<file path="src/rtl/phy_rx_pkg.sv">
// Shared constants, FSM state type and lane helper for the phy_rx receive path.
package phy_rx_pkg;

  localparam logic [7:0] COMMA_DEF      = 8'hBC;
  localparam int         LOCK_COUNT_DEF = 4;
  localparam int         NUM_LANES      = 4;

  typedef enum logic [1:0] {
    HUNT    = 2'd0,
    LOCKING = 2'd1,
    ACTIVE  = 2'd2
  } state_e;

  function automatic logic [1:0] lane_next(input logic [1:0] lane);
    return lane + 2'd1;
  endfunction

endpackage

</file>
<file path="src/rtl/serial_paralelo_rx.sv">
// Serial-to-byte converter: comma hunt, lock qualification and byte-boundary strobe.
module serial_paralelo_rx
  import phy_rx_pkg::*;
#(
  parameter logic [7:0] COMMA      = COMMA_DEF,
  parameter int         LOCK_COUNT = LOCK_COUNT_DEF
) (
  input  logic       clk_i,
  input  logic       rst_ni,
  input  logic       serial_i,
  output logic [7:0] byte_out,
  output logic       byte_stb,
  output logic       active
);

  localparam logic [3:0] LOCK_CNT = 4'(LOCK_COUNT);

  state_e     state_q, state_d;
  logic [7:0] sr_q;
  logic [7:0] nb_s;
  logic [2:0] bit_cnt_q, bit_cnt_d;
  logic [3:0] comma_cnt_q, comma_cnt_d;
  logic       is_comma_s;
  logic       boundary_s;

  assign nb_s       = {sr_q[6:0], serial_i};
  assign is_comma_s = (nb_s == COMMA);
  assign boundary_s = (bit_cnt_q == 3'd7);
  assign byte_out   = nb_s;
  assign active     = (state_q == ACTIVE);

  // Next-state logic for the hunt/lock/active sequence.
  always_comb begin
    state_d     = state_q;
    bit_cnt_d   = bit_cnt_q;
    comma_cnt_d = comma_cnt_q;
    byte_stb    = 1'b0;
    case (state_q)
      HUNT: begin
        bit_cnt_d = 3'd0;
        if (is_comma_s) begin
          state_d     = LOCKING;
          comma_cnt_d = 4'd1;
        end else begin
          comma_cnt_d = 4'd0;
        end
      end
      LOCKING: begin
        bit_cnt_d = bit_cnt_q + 3'd1;
        if (boundary_s) begin
          if (is_comma_s) begin
            comma_cnt_d = comma_cnt_q + 4'd1;
            if (comma_cnt_d == LOCK_CNT) begin
              state_d = ACTIVE;
            end else begin
              state_d = LOCKING;
            end
          end else begin
            state_d     = HUNT;
            comma_cnt_d = 4'd0;
          end
        end else begin
          state_d = LOCKING;
        end
      end
      ACTIVE: begin
        // No loss-of-lock path: only reset leaves this state.
        bit_cnt_d = bit_cnt_q + 3'd1;
        byte_stb  = boundary_s;
      end
      default: begin
        state_d     = HUNT;
        bit_cnt_d   = 3'd0;
        comma_cnt_d = 4'd0;
      end
    endcase
  end

  // State, counters and shift register.
  always_ff @(posedge clk_i or negedge rst_ni) begin
    if (!rst_ni) begin
      state_q     <= HUNT;
      sr_q        <= 8'h00;
      bit_cnt_q   <= 3'd0;
      comma_cnt_q <= 4'd0;
    end else begin
      state_q     <= state_d;
      sr_q        <= nb_s;
      bit_cnt_q   <= bit_cnt_d;
      comma_cnt_q <= comma_cnt_d;
    end
  end

endmodule

</file>
<file path="src/rtl/phy_rx.sv">
// PHY receive top: recovers four striped lanes from the serial stream.
// Optional PHY_RX_HOLD_EN: a lane receiving a comma keeps its previous data byte.
module phy_rx
  import phy_rx_pkg::*;
#(
  parameter logic [7:0] COMMA      = COMMA_DEF,
  parameter int         LOCK_COUNT = LOCK_COUNT_DEF
) (
  input  logic       clk_32f,
  input  logic       reset,
  input  logic       in_serial,
  output logic       active,
  output logic [7:0] data_out0,
  output logic [7:0] data_out1,
  output logic [7:0] data_out2,
  output logic [7:0] data_out3,
  output logic       valid_out0,
  output logic       valid_out1,
  output logic       valid_out2,
  output logic       valid_out3
);

  logic [7:0]           byte_s;
  logic                 byte_stb_s;
  logic [1:0]           lane_cnt_q, lane_cnt_d;
  logic [7:0]           data_q [NUM_LANES];
  logic [7:0]           data_d [NUM_LANES];
  logic [NUM_LANES-1:0] valid_q, valid_d;

  serial_paralelo_rx #(
    .COMMA      (COMMA),
    .LOCK_COUNT (LOCK_COUNT)
  ) u_sp (
    .clk_i    (clk_32f),
    .rst_ni   (reset),
    .serial_i (in_serial),
    .byte_out (byte_s),
    .byte_stb (byte_stb_s),
    .active   (active)
  );

  // Route each boundary byte to the current lane; other lanes hold.
  always_comb begin
    lane_cnt_d = lane_cnt_q;
    data_d     = data_q;
    valid_d    = valid_q;
    if (byte_stb_s) begin
      lane_cnt_d          = lane_next(lane_cnt_q);
      valid_d[lane_cnt_q] = (byte_s != COMMA);
      if (byte_s != COMMA) begin
        data_d[lane_cnt_q] = byte_s;
      end else begin
`ifdef PHY_RX_HOLD_EN
        data_d[lane_cnt_q] = data_q[lane_cnt_q];
`else
        data_d[lane_cnt_q] = 8'h00;
`endif
      end
    end else begin
      lane_cnt_d = lane_cnt_q;
    end
  end

  // Lane output registers and round-robin pointer.
  always_ff @(posedge clk_32f or negedge reset) begin
    if (!reset) begin
      lane_cnt_q <= 2'd0;
      valid_q    <= '0;
      for (int i = 0; i < NUM_LANES; i++) begin
        data_q[i] <= 8'h00;
      end
    end else begin
      lane_cnt_q <= lane_cnt_d;
      valid_q    <= valid_d;
      for (int i = 0; i < NUM_LANES; i++) begin
        data_q[i] <= data_d[i];
      end
    end
  end

  assign data_out0  = data_q[0];
  assign data_out1  = data_q[1];
  assign data_out2  = data_q[2];
  assign data_out3  = data_q[3];
  assign valid_out0 = valid_q[0];
  assign valid_out1 = valid_q[1];
  assign valid_out2 = valid_q[2];
  assign valid_out3 = valid_q[3];

endmodule

</file>
<file path="config.mk">
export PLATFORM = sky130hd
export DESIGN_NAME = phy_rx
export DESIGN_NICKNAME = d
export VERILOG_FILES = /design/src/rtl/phy_rx_pkg.sv /design/src/rtl/serial_paralelo_rx.sv /design/src/rtl/phy_rx.sv
export SDC_FILE = /design/constraint.sdc
export NUM_CORES = 1
export LEC_CHECK = 0
export BUFFER_PORTS_ARGS = -buffer_cell sky130_fd_sc_hd__buf_2
export CORE_MARGIN = 3
export CORE_UTILIZATION = 30
export CTS_CLUSTER_SIZE = 25
export DETAILED_ROUTE_END_ITERATION = 8
export PLACE_DENSITY = 0.54
export SKIP_LAST_GASP = 1
export SLEW_MARGIN = 20
export SYNTH_ARGS = -nofsm -noshare
export SYNTH_HDL_FRONTEND = slang
export SYNTH_SLANG_ARGS = --single-unit
</file>
<file path="constraint.sdc">
create_clock -name clk_32f -period 4.65 [get_ports clk_32f]
set_input_delay 0.2325 -clock clk_32f [delete_from_list [all_inputs] [get_ports clk_32f]]
set_output_delay 0.2325 -clock clk_32f [all_outputs]
set_load 0.02 [all_outputs]
</file>
==> impl_metrics.toml <==
[worst_setup_path]
crit_fanout = 16
r2r_end = "data_out0[0]"
max_stage_delay_ns = 0.53
crit_type = "flip-flop to flip-flop"
critPathTopFamily = "simple AND/OR/NAND/NOR gates"
required_ns = 4.85
worstPathArrival_ns = 2.28
r2r_setup_slack_ns = 2.57
r2r_cells = 4
r2r_start = "u_sp.state_q[0]"
startpoint_type = "flip-flop"
cp-end-kind = "flip-flop"
crit_slowest_cell = "nand3_1"
cp_cell_sequence = "inv_1, ha_1, nand3_1, mux2_2"
crit_buf_inv = 1
path_depth = 4

[synthesis]
ys_seq_elements = 54
syn_inst = 195
synthArstFlopShare_pct = 100.0
synth_flop_cell = "dfrtp_1"
synth.avg_cell_area_um2 = 11.67
yosys.area.top_type_share_pct = 59.37
seq_area_frac_synth_pct = 59.37
ys_top_cells_by_area = "dfrtp_1 59%, mux2_2 6.4%, o21ai_0 6.4%"
syn-num-nets = 209
yosys.area.top_type = "dfrtp_1"
ys_warn_count = 0
syn_area_um2 = 2276
synth_edf_count = 0
synth_cell_type_count = 31

[floorplanning]
start_util_pct = 31.21
dieArea_um2 = 8668
die_w_um = 93.10
io_pins = 40
fp.dieH_um = 93.10
core-area_um2 = 7292
rows = 31

[drt]
num_vias = 1524
wirelength_mm = 4.443
dr.pass1.iters = 4
drc = 0
routedWlPerCell_um = 13.34
drt_iter0_markers = 97
ant_nets = 0
drt-vias-per-instance = 4.577

[pwr]
p_sw_w = 0.0002154
sw_frac_of_total_pct = 24.00
pwr-share-seq_pct = 55.6
power_frac_comb_pct = 10.4
power_per_cell_area_nw_per_um2 = 335.4
worst_ir_drop_vdd_mv = 0.1192
p_leak_nw = 1.298
pwr-share-clk_pct = 34.0
internal_power_w = 0.0006822

[grt]
grt_pass1_wl_mm = 7.603
grt_pass1_vias = 1535
grt-ovfl-total = 0
grt_usage_pct = 11.20
grt_max_degree = 55
antenna_found_initial = 0

[sta]
slew_headroom_pct = 54.82
tns_ns = 0
period_share_pct = 44.81
max_freq_ghz = 0.4799
grt_setup_unrepaired = "false"
clock_skew_ns = 0.007064
hold_viol_final = 0
setup_viol = 0
slew_violations = 0
period_needed_ns = 2.084
tightest_slew_ns = 0.6777

[placed_design]
place_congestion = 0.6956
dp.cells = 326
port_buffers = 39
dp_hpwl_mm = 3.190

[finish]
antenna_cells = 0
fin_cells = 333
drive_gt1_share_pct = 26.92
area_growth_pct = 17.59
nets = 248

[status]
status = "completed"

[clock_network]
cts_tree = "yes"
cts_setup_buffers = 0
clockRootBuffer = "clkbuf_8"
htreeDepth = 2
clk_pin_slew_ns = 0.09
numCtsBuffers = 5
clk_latency_ns = 0.30
post_cts_resized = 0
cts_buffer_depth = 2
cts_hold_buf = 0
cts_sinks = 54

[job]
cap_violations = 0

[hold_path]
min_path_type = "primary input to async pin"
per-layer routing:
metal / vias to the layer above / share of wire [%] / GRT usage (%)
met5: - / 0 / 0
met4: 0 / 0.88 / 3.907
met3: 2 / 5.6 / 3.459
met2: 37 / 42 / 16.38
met1: 732 / 52 / 15.68
li1: 753 / - / -
cells in the mapped netlist (2+ instances only):
| cell type | number |
|---|---|
| mux2_2 | 13 |
| nand2_1 | 34 |
| a211oi_1 | 2 |
| nor2_1 | 3 |
| dfrtp_1 | 54 |
| nand3_1 | 8 |
| a22o_1 | 2 |
| o31ai_1 | 2 |
| ha_1 | 11 |
| nand4b_1 | 3 |
| clkbuf_1 | 5 |
| and2_1 | 3 |
| o21ai_0 | 29 |
| inv_1 | 7 |
| buf_2 | 3 |
final cells by class:
| type | count | area (um^2) |
|---|---|---|
| Timing Repair Buffer | 40 | 202.7 |
| Sequential cell | 54 | 1351 |
| Clock buffer | 5 | 68.82 |
| Tap cell | 99 | 123.9 |
| Clock inverter | 2 | 38.79 |
| Fill cell | 773 | 4616 |
| Inverter | 7 | 26.28 |
| Multi-Input combinational cell | 126 | 864.6 |
logic make-up after synthesis:
kind of cell / after synthesis / synth area share [%]
and+or+nand+nor: 59 / 14.18
DFF: 54 / 59.37
AOI/OAI and AO/OA: 41 / 10.50
buffers and inverters: 15 / 2.639
muxes: 14 / 6.872
adders and majority gates: 11 / 6.047
xor gates and xnor gates: 1 / 0.3849
state kept, by name (all words and copies together) (netlist names):
name and count:
data_out0 8, u_sp.sr_q 7, data_out3 8, data_out1 8
data_out2 8, u_sp.bit_cnt_q 3, valid_q 4, u_sp.comma_cnt_q 4
u_sp.state_q 2, lane_cnt_q 2
placed cells by master (no fill, tap or decap), drive strengths merged, types with 3 or more instances in the layout:
cell type  synthesis  final
and2               3      3
buf                3     40
clkbuf             5      5
dfrtp             54     54
ha                11     11
inv                7      7
mux2              13     13
nand2             34     34
nand3              8      8
nand4b             4      4
nor2               3      3
o21ai             29     29
metrics by stage:
step / area, um^2 / hold WS (ns) / setup WS [ns] / power [W] / util, %
6_report: 2676 / 0.04189 / 2.566 / 0.0008976 / 36.70
5_1_grt: 2676 / 0.08748 / 2.331 / 0.0009477 / 36.70
4_1_cts: 2676 / 0.06939 / 2.526 / 0.0009114 / 36.70
3_5_place_dp: 2569 / 0.4066 / 2.539 / 0.0006027 / 35.23
3_3_place_gp: 2569 / 0.4039 / 2.635 / 0.0006018 / 35.23
2_1_floorplan: 2276 / -0.06309 / 2.907 / 0.0005704 / -
power groups by stage:
stage | clock [W] | combinational (W) | sequential [W]
final | 0.000306 | 0.0000929 | 0.000499
after global routing | 0.000338 | 0.000108 | 0.000502
after CTS | 0.000317 | 0.0000943 | 0.000500
after detailed placement | 0 | 0.0000936 | 0.000509
after global placement | 0 | 0.0000939 | 0.000508
after floorplan | 0 | 0.0000623 | 0.000508
how the worst max path moves through the flow:
| stage | start | endpoint | slack [ns] |
|---|---|---|---|
| after floorplan | u_sp.state_q[0] | data_out3[2] | 2.91 |
| after global placement | u_sp.state_q[0] | data_out0[1] | 2.64 |
| after detailed placement | u_sp.state_q[0] | data_out2[1] | 2.54 |
| after CTS | u_sp.state_q[0] | data_out0[0] | 2.53 |
| after global routing | u_sp.state_q[0] | data_out0[1] | 2.33 |
| final | u_sp.state_q[0] | data_out0[0] | 2.57 |
Note: power is estimated with default switching activity, not from simulation.
